**config.mk**
```make
export PLATFORM = sky130hd
export DESIGN_NAME = dmem_port_arbiter_flat
export DESIGN_NICKNAME = d
export VERILOG_FILES = /design/src/rtl/dmem_arb_pkg.sv /design/src/rtl/dmem_arb_if.sv /design/src/rtl/dmem_arb_resp_reg.sv /design/src/rtl/dmem_port_arbiter.sv /design/src/flat_wrapper.sv
export SDC_FILE = /design/constraint.sdc
export NUM_CORES = 1
export LEC_CHECK = 0
export ABC_AREA = 0
export ABC_CLOCK_PERIOD_IN_PS = 3760
export CAP_MARGIN = 15
export CORE_AREA = 2 2 116 118
export DETAILED_ROUTE_END_ITERATION = 16
export DIE_AREA = 0 0 118 120
export PLACE_DENSITY_LB_ADDON = 0.15
export SYNTH_ARGS = -nofsm -noshare
export SYNTH_HDL_FRONTEND = slang
export SYNTH_SLANG_ARGS = --single-unit
export TNS_END_PERCENT = 10
```
**constraint.sdc**
```tcl
create_clock -name clk -period 3.76 [get_ports clk]
set_clock_uncertainty 0.15 [all_clocks]
set_input_delay 1.128 -clock clk [delete_from_list [all_inputs] [get_ports clk]]
set_output_delay 1.128 -clock clk [all_outputs]
set_load 0.02 [all_outputs]
```
**src/rtl/dmem_arb_pkg.sv**
```systemverilog
// dmem_arb_pkg
// Shared definitions for the data-memory port arbiter:
//   - arb_state_e     : arbitration FSM states
//   - P_CPU / P_DBG   : requester port indices (pipeline MEM stage / debug-loader)
//   - MAX_WAIT_DEFAULT: default starvation limit for the debug port
//   - sat_inc16       : saturating 16-bit increment used by the optional statistics
//                       counters (DMEM_ARB_STATS_EN)
package dmem_arb_pkg;

    typedef enum logic {
        S_NORM  = 1'b0,
        S_FORCE = 1'b1
    } arb_state_e;

    localparam int P_CPU = 0;
    localparam int P_DBG = 1;

    localparam int MAX_WAIT_DEFAULT = 4;

    function automatic logic [15:0] sat_inc16(input logic [15:0] v, input logic en);
        if (en && (v != 16'hFFFF)) begin
            return v + 16'd1;
        end
        return v;
    endfunction

endpackage

```
**src/rtl/dmem_arb_if.sv**
```systemverilog
// dmem_arb_if
// Bus bundles for the data-memory arbiter.
//   dmem_port_if : one requester port
//     valid/we/addr/wdata : request (held stable by the requester until ready)
//     ready               : grant this cycle (combinational)
//     rvalid/rdata        : registered read response, one cycle after a read grant
//     modports: master = requester, slave = arbiter
//   dmem_mem_if  : single-port memory side
//     wr/rd/addr/wdata    : access issued by the arbiter
//     rdata               : combinational read data from the memory
//     modports: master = arbiter, slave = memory
interface dmem_port_if
    import dmem_arb_pkg::*;
#(
    parameter int AW = 32,
    parameter int DW = 32
);
    logic          valid;
    logic          we;
    logic [AW-1:0] addr;
    logic [DW-1:0] wdata;
    logic          ready;
    logic          rvalid;
    logic [DW-1:0] rdata;

    modport master (output valid, we, addr, wdata, input ready, rvalid, rdata);
    modport slave  (input valid, we, addr, wdata, output ready, rvalid, rdata);
endinterface

interface dmem_mem_if
    import dmem_arb_pkg::*;
#(
    parameter int AW = 32,
    parameter int DW = 32
);
    logic          wr;
    logic          rd;
    logic [AW-1:0] addr;
    logic [DW-1:0] wdata;
    logic [DW-1:0] rdata;

    modport master (output wr, rd, addr, wdata, input rdata);
    modport slave  (input wr, rd, addr, wdata, output rdata);
endinterface

```
**src/rtl/dmem_arb_resp_reg.sv**
```systemverilog
// dmem_arb_resp_reg
// Registered read response for one requester port. When cap is high at a clock edge
// the memory read data is captured and rvalid is raised for exactly the next cycle;
// otherwise rdata holds its last value. Reset clears both, discarding any pending response.
// Ports:
//   clk, reset  : clock, synchronous active-high reset
//   cap         : read grant to this port in the current cycle
//   mem_rdata   : combinational memory read data
//   rvalid      : response valid (registered)
//   rdata       : response data (registered)
module dmem_arb_resp_reg
    import dmem_arb_pkg::*;
#(
    parameter int DW = 32
) (
    input  logic          clk,
    input  logic          reset,
    input  logic          cap,
    input  logic [DW-1:0] mem_rdata,
    output logic          rvalid,
    output logic [DW-1:0] rdata
);

    logic          rvalid_d, rvalid_q;
    logic [DW-1:0] rdata_d,  rdata_q;

    always_comb begin
        rvalid_d = cap;
        rdata_d  = rdata_q;
        if (cap) begin
            rdata_d = mem_rdata;
        end
    end

    always_ff @(posedge clk) begin
        if (reset) begin
            rvalid_q <= 1'b0;
            rdata_q  <= '0;
        end else begin
            rvalid_q <= rvalid_d;
            rdata_q  <= rdata_d;
        end
    end

    assign rvalid = rvalid_q;
    assign rdata  = rdata_q;

endmodule

```
**src/rtl/dmem_port_arbiter.sv**
```systemverilog
// dmem_port_arbiter
// Shares a single-port data memory between the pipeline MEM stage (p0, priority) and the
// debug/loader port (p1). At most one access per cycle. A starvation guard forces a p1
// grant after MAX_WAIT consecutive denied cycles. Read data returns one cycle after the
// grant from a per-port registered response.
// Ports:
//   clk, reset : clock (rising edge), synchronous active-high reset
//   p0, p1     : requester ports (dmem_port_if.slave)
//   mem        : memory side (dmem_mem_if.master)
// Optional feature, macro DMEM_ARB_STATS_EN:
//   adds p0_grant_cnt, p1_grant_cnt, force_cnt (16-bit saturating, cleared by reset).
module dmem_port_arbiter
    import dmem_arb_pkg::*;
#(
    parameter int AW       = 32,
    parameter int DW       = 32,
    parameter int MAX_WAIT = MAX_WAIT_DEFAULT
) (
    input  logic        clk,
    input  logic        reset,
    dmem_port_if.slave  p0,
    dmem_port_if.slave  p1,
    dmem_mem_if.master  mem
`ifdef DMEM_ARB_STATS_EN
    ,
    output logic [15:0] p0_grant_cnt,
    output logic [15:0] p1_grant_cnt,
    output logic [15:0] force_cnt
`endif
);

    localparam int CW = $clog2(MAX_WAIT + 1);
    localparam logic [CW-1:0] WAIT_LAST = CW'(MAX_WAIT - 1);

    arb_state_e    state_d, state_q;
    logic [CW-1:0] wait_cnt_d, wait_cnt_q;
    logic [1:0]    gnt;
    logic          p1_denied;
    logic          gnt_we;
    logic [AW-1:0] addr_mux;
    logic [DW-1:0] wdata_mux;

    // Grant decision, next state and starvation counter
    always_comb begin
        gnt        = 2'b00;
        state_d    = state_q;
        wait_cnt_d = wait_cnt_q;

        // Nothing is granted while reset is held, so ready and mem strobes stay low.
        if (!reset) begin
            case (state_q)
                S_FORCE: begin
                    if (p1.valid)      gnt[P_DBG] = 1'b1;
                    else if (p0.valid) gnt[P_CPU] = 1'b1;
                end
                default: begin
                    if (p0.valid)      gnt[P_CPU] = 1'b1;
                    else if (p1.valid) gnt[P_DBG] = 1'b1;
                end
            endcase
        end

        p1_denied = p1.valid && !gnt[P_DBG];

        case (state_q)
            S_FORCE: state_d = S_NORM;
            default: begin
                if (p1_denied && (wait_cnt_q == WAIT_LAST)) state_d = S_FORCE;
            end
        endcase

        if (gnt[P_DBG] || !p1.valid) begin
            wait_cnt_d = '0;
        end else if (p1_denied && (wait_cnt_q != WAIT_LAST)) begin
            wait_cnt_d = wait_cnt_q + CW'(1);
        end
    end

    always_ff @(posedge clk) begin
        if (reset) begin
            state_q    <= S_NORM;
            wait_cnt_q <= '0;
        end else begin
            state_q    <= state_d;
            wait_cnt_q <= wait_cnt_d;
        end
    end

    // Memory mux: with no grant the address/data lines simply follow port 0.
    always_comb begin
        addr_mux  = p0.addr;
        wdata_mux = p0.wdata;
        gnt_we    = p0.we;
        if (gnt[P_DBG]) begin
            addr_mux  = p1.addr;
            wdata_mux = p1.wdata;
            gnt_we    = p1.we;
        end
    end

    assign mem.addr  = addr_mux;
    assign mem.wdata = wdata_mux;
    assign mem.wr    = (|gnt) &&  gnt_we;
    assign mem.rd    = (|gnt) && !gnt_we;

    assign p0.ready  = gnt[P_CPU];
    assign p1.ready  = gnt[P_DBG];

    dmem_arb_resp_reg #(.DW(DW)) u_resp_p0 (
        .clk       (clk),
        .reset     (reset),
        .cap       (gnt[P_CPU] && !p0.we),
        .mem_rdata (mem.rdata),
        .rvalid    (p0.rvalid),
        .rdata     (p0.rdata)
    );

    dmem_arb_resp_reg #(.DW(DW)) u_resp_p1 (
        .clk       (clk),
        .reset     (reset),
        .cap       (gnt[P_DBG] && !p1.we),
        .mem_rdata (mem.rdata),
        .rvalid    (p1.rvalid),
        .rdata     (p1.rdata)
    );

`ifdef DMEM_ARB_STATS_EN
    logic [15:0] p0_cnt_d, p0_cnt_q;
    logic [15:0] p1_cnt_d, p1_cnt_q;
    logic [15:0] frc_cnt_d, frc_cnt_q;

    always_comb begin
        p0_cnt_d  = sat_inc16(p0_cnt_q, gnt[P_CPU]);
        p1_cnt_d  = sat_inc16(p1_cnt_q, gnt[P_DBG]);
        frc_cnt_d = sat_inc16(frc_cnt_q, (state_q == S_NORM) && (state_d == S_FORCE));
    end

    always_ff @(posedge clk) begin
        if (reset) begin
            p0_cnt_q  <= '0;
            p1_cnt_q  <= '0;
            frc_cnt_q <= '0;
        end else begin
            p0_cnt_q  <= p0_cnt_d;
            p1_cnt_q  <= p1_cnt_d;
            frc_cnt_q <= frc_cnt_d;
        end
    end

    assign p0_grant_cnt = p0_cnt_q;
    assign p1_grant_cnt = p1_cnt_q;
    assign force_cnt    = frc_cnt_q;
`endif

endmodule

```
**src/flat_wrapper.sv**
```systemverilog
// flat-port wrapper written by rule: the top's interface ports become plain ports
module dmem_port_arbiter_flat import dmem_arb_pkg::*;
#(
    parameter int AW       = 32,
    parameter int DW       = 32,
    parameter int MAX_WAIT = MAX_WAIT_DEFAULT
)
  (clk, reset, p0_valid, p0_we, p0_addr, p0_wdata, p0_ready, p0_rvalid, p0_rdata, p1_valid, p1_we, p1_addr, p1_wdata, p1_ready, p1_rvalid, p1_rdata, mem_wr, mem_rd, mem_addr, mem_wdata, mem_rdata);
  dmem_port_if #(.AW(AW), .DW(DW)) p0_i ();
  dmem_port_if #(.AW(AW), .DW(DW)) p1_i ();
  dmem_mem_if #(.AW(AW), .DW(DW)) mem_i ();
  input  logic clk;
  input  logic reset;
  input wire logic [$bits(p0_i.valid)-1:0] p0_valid;
  input wire logic [$bits(p0_i.we)-1:0] p0_we;
  input wire logic [$bits(p0_i.addr)-1:0] p0_addr;
  input wire logic [$bits(p0_i.wdata)-1:0] p0_wdata;
  output wire logic [$bits(p0_i.ready)-1:0] p0_ready;
  output wire logic [$bits(p0_i.rvalid)-1:0] p0_rvalid;
  output wire logic [$bits(p0_i.rdata)-1:0] p0_rdata;
  input wire logic [$bits(p1_i.valid)-1:0] p1_valid;
  input wire logic [$bits(p1_i.we)-1:0] p1_we;
  input wire logic [$bits(p1_i.addr)-1:0] p1_addr;
  input wire logic [$bits(p1_i.wdata)-1:0] p1_wdata;
  output wire logic [$bits(p1_i.ready)-1:0] p1_ready;
  output wire logic [$bits(p1_i.rvalid)-1:0] p1_rvalid;
  output wire logic [$bits(p1_i.rdata)-1:0] p1_rdata;
  output wire logic [$bits(mem_i.wr)-1:0] mem_wr;
  output wire logic [$bits(mem_i.rd)-1:0] mem_rd;
  output wire logic [$bits(mem_i.addr)-1:0] mem_addr;
  output wire logic [$bits(mem_i.wdata)-1:0] mem_wdata;
  input wire logic [$bits(mem_i.rdata)-1:0] mem_rdata;
  assign p0_i.valid = p0_valid;
  assign p0_i.we = p0_we;
  assign p0_i.addr = p0_addr;
  assign p0_i.wdata = p0_wdata;
  assign p0_ready = p0_i.ready;
  assign p0_rvalid = p0_i.rvalid;
  assign p0_rdata = p0_i.rdata;
  assign p1_i.valid = p1_valid;
  assign p1_i.we = p1_we;
  assign p1_i.addr = p1_addr;
  assign p1_i.wdata = p1_wdata;
  assign p1_ready = p1_i.ready;
  assign p1_rvalid = p1_i.rvalid;
  assign p1_rdata = p1_i.rdata;
  assign mem_wr = mem_i.wr;
  assign mem_rd = mem_i.rd;
  assign mem_addr = mem_i.addr;
  assign mem_wdata = mem_i.wdata;
  assign mem_i.rdata = mem_rdata;
  dmem_port_arbiter #(.AW(AW), .DW(DW), .MAX_WAIT(MAX_WAIT)) u_core (.clk(clk), .reset(reset), .p0(p0_i), .p1(p1_i), .mem(mem_i));
endmodule
```
==> parameters.txt <==
Parameter                              Value

Critical path
  Critical path required time ... 2.48 ns
  Maximum cell stage delay along the critical path ... 0.34 ns
  Top cell by count, worst path ... sky130_fd_sc_hd__buf_12
  Critical-path maximum fanout ... 14
  Register-to-register setup slack ... 2.03 ns
  Kind of cell adding the most delay to the critical path ... buffers and inverters
  R2r endpoint ... u_core.u_resp_p0.rdata[2]
  Worst-path cell chain ... buf_2, nand2b_4, nand3_4, buf_12, buf_12, mux2_2, dlygate4sd2_1
  Nature of the critical path endpoint ... output pin
  Buffers and inverters on the worst path ... 4
  Startpoint of the lowest-slack register-to-register path ... u_core.state_q
  Element type at the critical path start ... primary input
  Data arrival time of the critical path ... 2.41 ns
  Crit-path slowest cell ... sky130_fd_sc_hd__mux2_2
  Path type of the worst setup path ... primary input to output pin
  Reg2reg path depth ... 4

Logic synthesis
  Main flop type after synthesis ... sky130_fd_sc_hd__dfxtp_1
  Number of enable-type register cells in the synthesized netlist ... 0
  Largest area contributor in the netlist ... sky130_fd_sc_hd__dfxtp_1
  Cell types occupying the most area after synthesis ... sky130_fd_sc_hd__dfxtp_1 (37%), sky130_fd_sc_hd__mux2_2 (19%), sky130_fd_sc_hd__o311ai_0 (7.4%)
  Post-Synthesis Cell Area ... 3800 um^2
  Share of the synthesized area in the top cell type ... 0.369
  Post-synth cell types ... 25
  Syn_area_per_cell ... 10.1 um^2
  Cells after synthesis ... 377
  Register bit total from synthesis ... 70
  Net count after synthesis ... 545
  Post-synthesis sequential area ratio ... 0.369
  Async set or reset register ratio after synthesis ... 0
  Synth Warn # ... 0

Hold path
  Worst min-delay path startpoint ... u_core.wait_cnt_q[1]
  Worst min path class ... flip-flop to flip-flop
  Hold Path Stages ... 2
  Endpoint of the worst hold-timing path ... u_core.wait_cnt_q[1]

Drt
  Overall via count from detail_route ... 4404
  Number of nets with antenna violations after detailed routing ... 0
  Vias/cell ... 5.20
  Drt first-iter violations ... 171
  DRC violations left ... 0
  Pre-Repair DR Iteration Count ... 4
  WL per Instance ... 22.1 um
  Final routed wirelength across all metal layers ... 18700 um

Floorplan
  Die Outline Area ... 14200 um^2
  Placeable core region ... 13000 um^2
  FP Rows ... 42
  Top-level port count ... 300
  Die extent in y ... 120 um
  Die width ... 118 um
  Starting utilization of the core area ... 0.293

Timing
  Fin crit period ... 3.68 ns
  Peak clock frequency supported by timing ... 0.271 GHz
  Rel. slew slack ... 0.563
  Transition time at the pin with the least slew margin ... 0.655 ns
  Setup slack of the critical path after layout ... 0.0767 ns
  Share of the cycle needed by the critical path after routing ... 0.980
  Number of setup violations in the final report ... 0
  Number of pins with negative max-slew slack in the final report ... 0
  Accumulated negative setup slack ... 0 ns
  Final-report hold violation count ... 0
  Unrepaired setup endpoints after global routing ... no

Clock tree
  # clock sinks ... 70
  CTS tree ... yes
  Inserted Clock Buffers ... 9
  CTS Buffer Depth ... 2
  Clock-pin slew on the worst setup and hold paths ... 0.05 ns
  Clock root buffer ... sky130_fd_sc_hd__clkbuf_16
  Number of H-tree branching levels ... 3
  Total of hold buffers inserted after clock tree synthesis ... 0
  Clock insertion delay at the later pin of the skew report ... 0.33 ns

Cells and area
  Layout Utilization ... 0.565
  Area of all placed cells without fillers ... 7340 um^2
  Most used cells in the layout excluding fill and tap cells ... sky130_fd_sc_hd__clkdlybuf4s50_1 (228), sky130_fd_sc_hd__dfxtp_1 (70), sky130_fd_sc_hd__mux2_2 (63)
  Net count, final ... 831
  Final Non-Filler Cells ... 847
  Share of layout cells above drive strength 1 ... 0.202
  Most common library cell in the layout ignoring fill and taps ... sky130_fd_sc_hd__clkdlybuf4s50_1
  Signed area change from the synthesized netlist to the final layout ... 93.1%

Placed design
  Cell area after placement ... 6930 um^2
  Half-perimeter wire length after detailed placement ... 14300 um
  Port-buffer cells ... 299
  Gp weighted congestion ... 0.911
  Place WS ... -0.574 ns
  DP Cell Count ... 823

Global route
  Pin count of the biggest net entering global routing ... 66
  Wire length of the first global-routing pass ... 27300 um
  Total global routing track utilization ... 0.254
  Final global-route overflow total ... 0
  Via count of the first global-routing pass ... 4411
  Antenna violations before repair ... 2

Pwr
  Switching share of power ... 0.273
  Static Leakage ... 2.74 nW
  Power share of the clock group ... 0.402
  Part of the power in registers ... 0.335
  Largest voltage drop on the vdd net ... 0.219 mV
  Proportion of power drawn by combinational gates ... 0.263
  P per Cell Area ... 316 nW/um^2
  Reported net switching power ... 0.633 mW
  Internal portion of total power ... 1.68 mW

Run status
  Outcome ... completed

Job
  Number of maximum-capacitance constraint violations ... 0
==> worst min-delay path, cell delays in order (launching register included) <==
cell	delay, ns
sky130_fd_sc_hd__dfxtp_1	0.31
sky130_fd_sc_hd__nand2_1	0.05
sky130_fd_sc_hd__mux2i_1	0.06
==> power by group through the flow <==
stage                     clock, mW  sequential (mW)  combinational [mW]
after floorplan                   0            0.820               0.231
final                         0.931            0.777               0.609
after global routing          0.982            0.779               0.639
after detailed placement          0            0.793               0.624
after global placement            0            0.793               0.621
after CTS                     0.942            0.777               0.611
==> stage by stage <==
| step | total power [mW] | hold slack (ns) |
|---|---|---|
| 6_report | 2.32 | 0.319 |
| 5_1_grt | 2.40 | 0.346 |
| 4_1_cts | 2.33 | 0.321 |
| 3_5_place_dp | 1.42 | 0.313 |
| 3_3_place_gp | 1.41 | 0.293 |
| 2_1_floorplan | 1.05 | 0.285 |
==> cell usage after synthesis, types with 3 or more instances <==
cell,instances
sky130_fd_sc_hd__nor4_1,32
sky130_fd_sc_hd__buf_2,4
sky130_fd_sc_hd__clkbuf_1,35
sky130_fd_sc_hd__o31ai_1,32
sky130_fd_sc_hd__dfxtp_1,70
sky130_fd_sc_hd__o311ai_0,32
sky130_fd_sc_hd__mux2_2,64
sky130_fd_sc_hd__a31o_2,4
sky130_fd_sc_hd__inv_1,5
sky130_fd_sc_hd__mux2i_1,3
sky130_fd_sc_hd__nand3_1,4
sky130_fd_sc_hd__a31o_1,28
sky130_fd_sc_hd__nand2_1,5
sky130_fd_sc_hd__buf_6,9
sky130_fd_sc_hd__nand2b_1,35
==> logic make-up after synthesis <==
| kind of cell | synth area share |
|---|---|
| buf+inv | 0.0744 |
| mux | 0.198 |
| flops | 0.369 |
| fa+ha+maj | 0.00658 |
| compound gates | 0.217 |
| simple gates | 0.136 |
==> metal layers <==
metal | up-vias | share of wire | global-route usage
met2 | 220 | 0.49 | 0.424
met3 | 14 | 0.076 | 0.0732
met5 | - | 0 | 0
met4 | 0 | 0.015 | 0.0648
li1 | 2058 | - | -
met1 | 2112 | 0.41 | 0.321
==> how the worst max path moves through the flow <==
| stage | depth (start not counted) | endpoint | slack, ns | from |
|---|---|---|---|---|
| global placement | 6 | mem_wdata[27] | -0.62 | p0_valid |
| floorplan | 6 | mem_rd | 0.20 | p0_valid |
| global route | 5 | mem_wr | 0.04 | p1_we |
| CTS | 6 | mem_wdata[6] | 0.007 | p1_valid |
| detailed placement | 6 | mem_wdata[27] | -0.57 | p0_valid |
| finish | 7 | mem_wdata[4] | 0.08 | p0_valid |
==> cell type report <==
class / instances / area, um^2
Fill cell: 1171 / 5640
Timing Repair Buffer: 324 / 3230
Multi-Input combinational cell: 252 / 2140
Sequential cell: 70 / 1400
Clock buffer: 10 / 229
Tap cell: 176 / 220
Clock inverter: 6 / 92.6
Inverter: 6 / 22.5
Antenna cell: 3 / 7.51
==> what timing repair did <==
action	in CTS	in global routing
cloned	2	0
setup buffers	3	0
gates resized for setup	124	8
pin swaps	1	1
endpoints found under the setup margin	68	31
==> state kept, by name, indices dropped and copies added, names as in the netlist <==
register,count
u_core.wait_cnt_q,3
u_core.u_resp_p1.rdata,32
u_core.u_resp_p0.rdata,32
u_core.state_q,1
u_core.u_resp_p0.rvalid,1
u_core.u_resp_p1.rvalid,1
Power figures use the tool's default switching activity.
